`src/rtl/chip8_pkg.sv`:
```
// Shared definitions for the CHIP-8 tick scheduler slice.
//   state_t            : step-sequencer FSM encoding (IDLE/PENDING/PAUSED)
//   TIMER_W            : width of the DT/ST countdown registers
//   BACKLOG_MAX_DEFAULT: default depth of the owed-step backlog
package chip8_pkg;

  typedef enum logic [1:0] {
    ST_IDLE    = 2'd0,
    ST_PENDING = 2'd1,
    ST_PAUSED  = 2'd2
  } state_t;

  localparam int unsigned TIMER_W             = 8;
  localparam int unsigned BACKLOG_MAX_DEFAULT = 3;

endpackage

```
`src/rtl/chip8_countdown_reg.sv`:
```
// Loadable saturating down-counter used for the CHIP-8 DT and ST registers.
//   clk, rst_n : clock, asynchronous active-low reset
//   load       : load wdata (wins over tick)
//   tick       : decrement request (ignored unless enable)
//   enable     : gates tick (low while the core is paused)
//   wdata      : load value
//   q          : current value; holds at 0 instead of wrapping
module chip8_countdown_reg
  import chip8_pkg::*;
(
  input  logic               clk,
  input  logic               rst_n,
  input  logic               load,
  input  logic               tick,
  input  logic               enable,
  input  logic [TIMER_W-1:0] wdata,
  output logic [TIMER_W-1:0] q
);

  logic [TIMER_W-1:0] q_next;

  always_comb begin
    q_next = q;
    if (load) begin
      q_next = wdata;
    end else if (tick && enable && (q != '0)) begin
      q_next = q - 1'b1;
    end
  end

  always_ff @(posedge clk or negedge rst_n) begin
    if (!rst_n) begin
      q <= '0;
    end else begin
      q <= q_next;
    end
  end

endmodule

```
`src/rtl/chip8_tick_scheduler.sv`:
```
// Turns timer_cpu_tick pulses into counted CPU step requests (req/ack
// handshake with a bounded backlog) and owns the DT/ST countdown registers.
//   timer_cpu_tick  : instruction-rate pulse, queued as a step request
//   timer_60hz_tick : decrements DT/ST when not paused
//   pause           : freezes stepping and DT/ST decrement
//   cpu_step_req    : at least one step is owed (registered)
//   cpu_step_ack    : CPU consumed one step (honoured only while req is high)
//   dt_we/st_we     : load wdata into DT/ST (priority over decrement)
//   dt_q/st_q       : current DT/ST values
//   sound_on        : registered, high whenever ST is non-zero
//   tick_overrun    : saturating count of ticks dropped at a full backlog
module chip8_tick_scheduler
  import chip8_pkg::*;
#(
  parameter int unsigned BACKLOG_MAX = BACKLOG_MAX_DEFAULT,
  parameter int unsigned OVR_W       = 8
) (
  input  logic               clk,
  input  logic               rst_n,
  input  logic               timer_cpu_tick,
  input  logic               timer_60hz_tick,
  input  logic               pause,
  output logic               cpu_step_req,
  input  logic               cpu_step_ack,
  input  logic               dt_we,
  input  logic               st_we,
  input  logic [TIMER_W-1:0] wdata,
  output logic [TIMER_W-1:0] dt_q,
  output logic [TIMER_W-1:0] st_q,
  output logic               sound_on,
  output logic [OVR_W-1:0]   tick_overrun
);

  localparam logic [2:0] BL_MAX = 3'(BACKLOG_MAX);

  state_t     state, state_next;
  logic [2:0] backlog, backlog_next;
  logic       accept, full, inc, dec, drop;
  logic       sound_next;

  // Ticks are only considered while pause is low; an ack counts only
  // against a request the CPU could actually see.
  always_comb begin
    accept       = timer_cpu_tick && !pause;
    dec          = cpu_step_ack && cpu_step_req;
    full         = (backlog == BL_MAX);
    inc          = accept && (!full || dec);
    drop         = accept && full && !dec;
    backlog_next = backlog + {2'b00, inc} - {2'b00, dec};
    if (pause) begin
      state_next = ST_PAUSED;
    end else if (backlog_next != 3'd0) begin
      state_next = ST_PENDING;
    end else begin
      state_next = ST_IDLE;
    end
  end

  always_ff @(posedge clk or negedge rst_n) begin
    if (!rst_n) begin
      state        <= ST_IDLE;
      backlog      <= 3'd0;
      cpu_step_req <= 1'b0;
      tick_overrun <= '0;
    end else begin
      state        <= state_next;
      backlog      <= backlog_next;
      cpu_step_req <= (state_next == ST_PENDING);
      if (drop && (tick_overrun != '1)) begin
        tick_overrun <= tick_overrun + 1'b1;
      end
    end
  end

  chip8_countdown_reg u_dt (
    .clk    (clk),
    .rst_n  (rst_n),
    .load   (dt_we),
    .tick   (timer_60hz_tick),
    .enable (!pause),
    .wdata  (wdata),
    .q      (dt_q)
  );

  chip8_countdown_reg u_st (
    .clk    (clk),
    .rst_n  (rst_n),
    .load   (st_we),
    .tick   (timer_60hz_tick),
    .enable (!pause),
    .wdata  (wdata),
    .q      (st_q)
  );

  // Mirrors the ST next-value rule so sound_on flips on the same edge
  // that st_q reaches or leaves zero.
  always_comb begin
    if (st_we) begin
      sound_next = (wdata != '0);
    end else if (timer_60hz_tick && !pause && (st_q == 8'd1)) begin
      sound_next = 1'b0;
    end else begin
      sound_next = (st_q != '0);
    end
  end

  always_ff @(posedge clk or negedge rst_n) begin
    if (!rst_n) begin
      sound_on <= 1'b0;
    end else begin
      sound_on <= sound_next;
    end
  end

endmodule

```
`config.mk`:
```
export PLATFORM = sky130hd
export DESIGN_NAME = chip8_tick_scheduler
export DESIGN_NICKNAME = d
export VERILOG_FILES = /design/src/rtl/chip8_pkg.sv /design/src/rtl/chip8_countdown_reg.sv /design/src/rtl/chip8_tick_scheduler.sv
export SDC_FILE = /design/constraint.sdc
export NUM_CORES = 1
export LEC_CHECK = 0
export CAP_MARGIN = 40
export CORE_MARGIN = 3
export CORE_UTILIZATION = 25
export CTS_CLUSTER_DIAMETER = 60
export DETAILED_ROUTE_END_ITERATION = 16
export PLACE_DENSITY_LB_ADDON = 0.12
export SYNTH_ARGS = -nofsm -noshare
export SYNTH_HDL_FRONTEND = slang
export SYNTH_SLANG_ARGS = --single-unit
```
`constraint.sdc`:
```
create_clock -name clk -period 3.9 [get_ports clk]
set_input_delay 0.975 -clock clk [delete_from_list [all_inputs] [get_ports clk]]
set_output_delay 0.975 -clock clk [all_outputs]
set_load 0.005 [all_outputs]
```
==> impl_metrics.toml <==
[sta]
hold_violations = 0
setup_tns_ps = 0
tightest_slew_ps = 661
rsz0062_at_grt = "no"
final-setup-viol-count = 0
fmax_mhz = 334
final.min_clock_period_ps = 3000
relSlewSlack_pct = 55.8
final_max_slew_viol_count = 0
skew_ps = 4.40
period_share_pct = 76.8

[global_route]
gr-total-overflow = 0
grtUsageTotal_pct = 11.4
grt_pass1_vias = 1485
grt_max_degree = 30
grt_pass1_wl_mm = 7.44
antenna_found_initial = 0

[min_path]
min_path_type = "flop to flop"

[routing]
drt_pass1_iterations = 4
vias = 1416
wl_mm = 4.37
wl_per_cell_um = 13.9
avgViaCountPerCell = 4.50
ant_nets = 0
drc = 0
drtIter0Drc = 22

[logic_synthesis]
synth_fp_nets = 198
syn_area_um2 = 1770
postSynth.asyncResetShare_pct = 100
synth.yosys.warnings = 0
synth_seq_area_share_pct = 41.0
synth.top_cell.area_share_pct = 41.0
synth_area_leader_cell = "dfrtp_1"
synth_area_leaders = "dfrtp_1 (41%), ha_1 (5.6%), nor4b_2 (4.2%), xnor2_1 (4.0%), nand2_1 (3.6%)"
synth_top_flop_cell = "dfrtp_1"
synth.avg_cell_area_um2 = 10.2
yosys_register_bits = 29
synth_edf_count = 0
synth_cells = 173
synthDistinctLibCells = 45

[cts]
cts.sinks = 29
cts_buffers = 5
tritoncts = "built"
insertion_delay_ps = 280
clk_pin_slew_ps = 70
cts-root-buf = "clkbuf_8"
cts_setup_buffers = 0
clock_path_buffers = 2
htreeDepth = 2
holdBufCountCts = 0
cts_resized = 0

[run_status]
outcome = "completed"

[cells_and_area]
final_cell_mix = "clkdlybuf4s50_1 (41), dfrtp_1 (29), nand2_1 (17)"
nNetsFinal = 243
final_cells = 315
antennaDiodeCount = 0
layout-drive-gt1-share_pct = 11.9
fill_cells = 753
syn2layout_area_growth_pct = 35.2
fin_util_pct = 35.1
layout_commonest_cell = "clkdlybuf4s50_1"

[die]
initial_core_util_pct = 25.9
coreArea_um2 = 6830
rows = 30
die_area_um2 = 8130
fp.dieW_um = 90.2
io_pins = 42
chipHeight_um = 90.2

[worst_setup_path]
cp_cell_sequence = "clkdlybuf4s50_1 -> and2_1 -> o311ai_0 -> ha_1 -> inv_1 -> ha_1 -> fa_1 -> xnor2_1 -> xnor2_1 -> nor3_1 -> nor2_1"
critPathRequiredTime_ps = 4070
critPathArrivalTime_ps = 3160
max_stage_delay_ps = 450
slowest_stage = "clkdlybuf4s50_1"
endpoint_kind = "flop"
cp_max_fo = 3
path_class = "input pin to flop"
worstSetupStartpointType = "input pin"

[place]
place_inst = 307
portBuffers = 41
gp_congestion = 0.709
dp_hpwl_mm = 3.20

[power]
leakagePower_nw = 0.971
vdd_ir_drop_max_uv = 114
p_per_area_nw_per_um2 = 424

[run]
maxCapViolations = 0
==> path summary, 6_finish.rpt <==
path	from	end	cells after the start	slack (ps)
worst min-delay path	tick_overrun[7]$_DFFE_PN0P_	tick_overrun[7]$_DFFE_PN0P_	1	490
worst max register to register	cpu_step_req$_DFF_PN0_	cpu_step_req$_DFF_PN0_	10	1630
min in group asynchronous	rst_n	backlog[2]$_DFF_PN0_	2	1090
worst min register to register	tick_overrun[7]$_DFFE_PN0P_	tick_overrun[7]$_DFFE_PN0P_	1	490
worst max-delay path	cpu_step_ack	cpu_step_req$_DFF_PN0_	11	900
max in group asynchronous	rst_n	u_dt.q[2]$_DFFE_PN0P_	2	2500
==> metal layers <==
layer / wire (µm) / global-route usage [%]
met3: 257 / 3.68
met5: 0 / 0
met1: 2080 / 15.2
met4: 30 / 3.83
met2: 2010 / 17.4
==> synth_stat cells (2+ instances only) <==
cell type  instances
dfrtp_1           29
nand2_1           17
inv_1             14
a21oi_1            8
ha_1               8
nor2_1             8
o21ai_0            8
xnor2_1            8
a31oi_1            6
nor4_1             5
nor4b_2            5
nor2b_1            4
xor2_1             4
clkbuf_1           3
mux2_2             3
mux2i_1            3
nand3_1            3
nand4b_1           3
nor3_1             3
a211oi_1           2
a21boi_0           2
a221o_1            2
and2_1             2
nand2b_4           2
==> through the flow <==
step                area, µm²  power, mW  setup WS (ps)  hold WS, ps
detailed placement       2290      0.743            586          493
floorplan                1770      0.593           1120          477
CTS                      2390       1.04            882          505
global route             2390       1.09            732          537
finish                   2390       1.02            904          492
global placement         2290      0.740            591          492
==> cell families (layout without fill, tap and decap cells) <==
group	after synthesis	after routing	share of synthesized area (%)
AO/OA/AOI/OAI	34	34	12.3
multiplexers	7	7	4.24
buffers and inverters	18	64	3.88
XOR/XNOR	12	12	5.93
flip-flops	29	29	41.0
AND/OR/NAND/NOR	64	64	25.9
adder cells (fa/ha/maj)	9	9	6.78
==> final cells by class <==
cell class              instances  area (µm²)  area share (%)
multi-input cells             126         977            40.8
flip-flops and latches         29         726            30.3
repair buffers                 42         418            17.5
well taps                      96         120            5.02
clock buffers                   7        96.3            4.02
inverters                      14        52.6            2.19
clock inverters                 1        5.00           0.209
==> flip-flops by register name, indices dropped and copies added, names as in the netlist <==
register,count
tick_overrun,8
u_dt.q,8
u_st.q,8
sound_on,1
backlog,3
cpu_step_req,1
==> report_power, final <==
part	leakage (nW)	total, mW	internal (mW)	switching (mW)
clock	0.0542	0.283	0.159	0.124
combinational	0.566	0.313	0.173	0.139
sequential	0.351	0.419	0.357	0.0624
total	0.971	1.02	0.690	0.326
==> worst max-delay path: cells and delay by family <==
kind	cells	cell delay (ps)
buffers and inverters	2	490
adder cells (fa/ha/maj)	3	860
AND/OR/NAND/NOR	3	390
AO/OA/AOI/OAI	1	160
XOR/XNOR	2	300
Note: power is estimated with default switching activity, not from simulation.
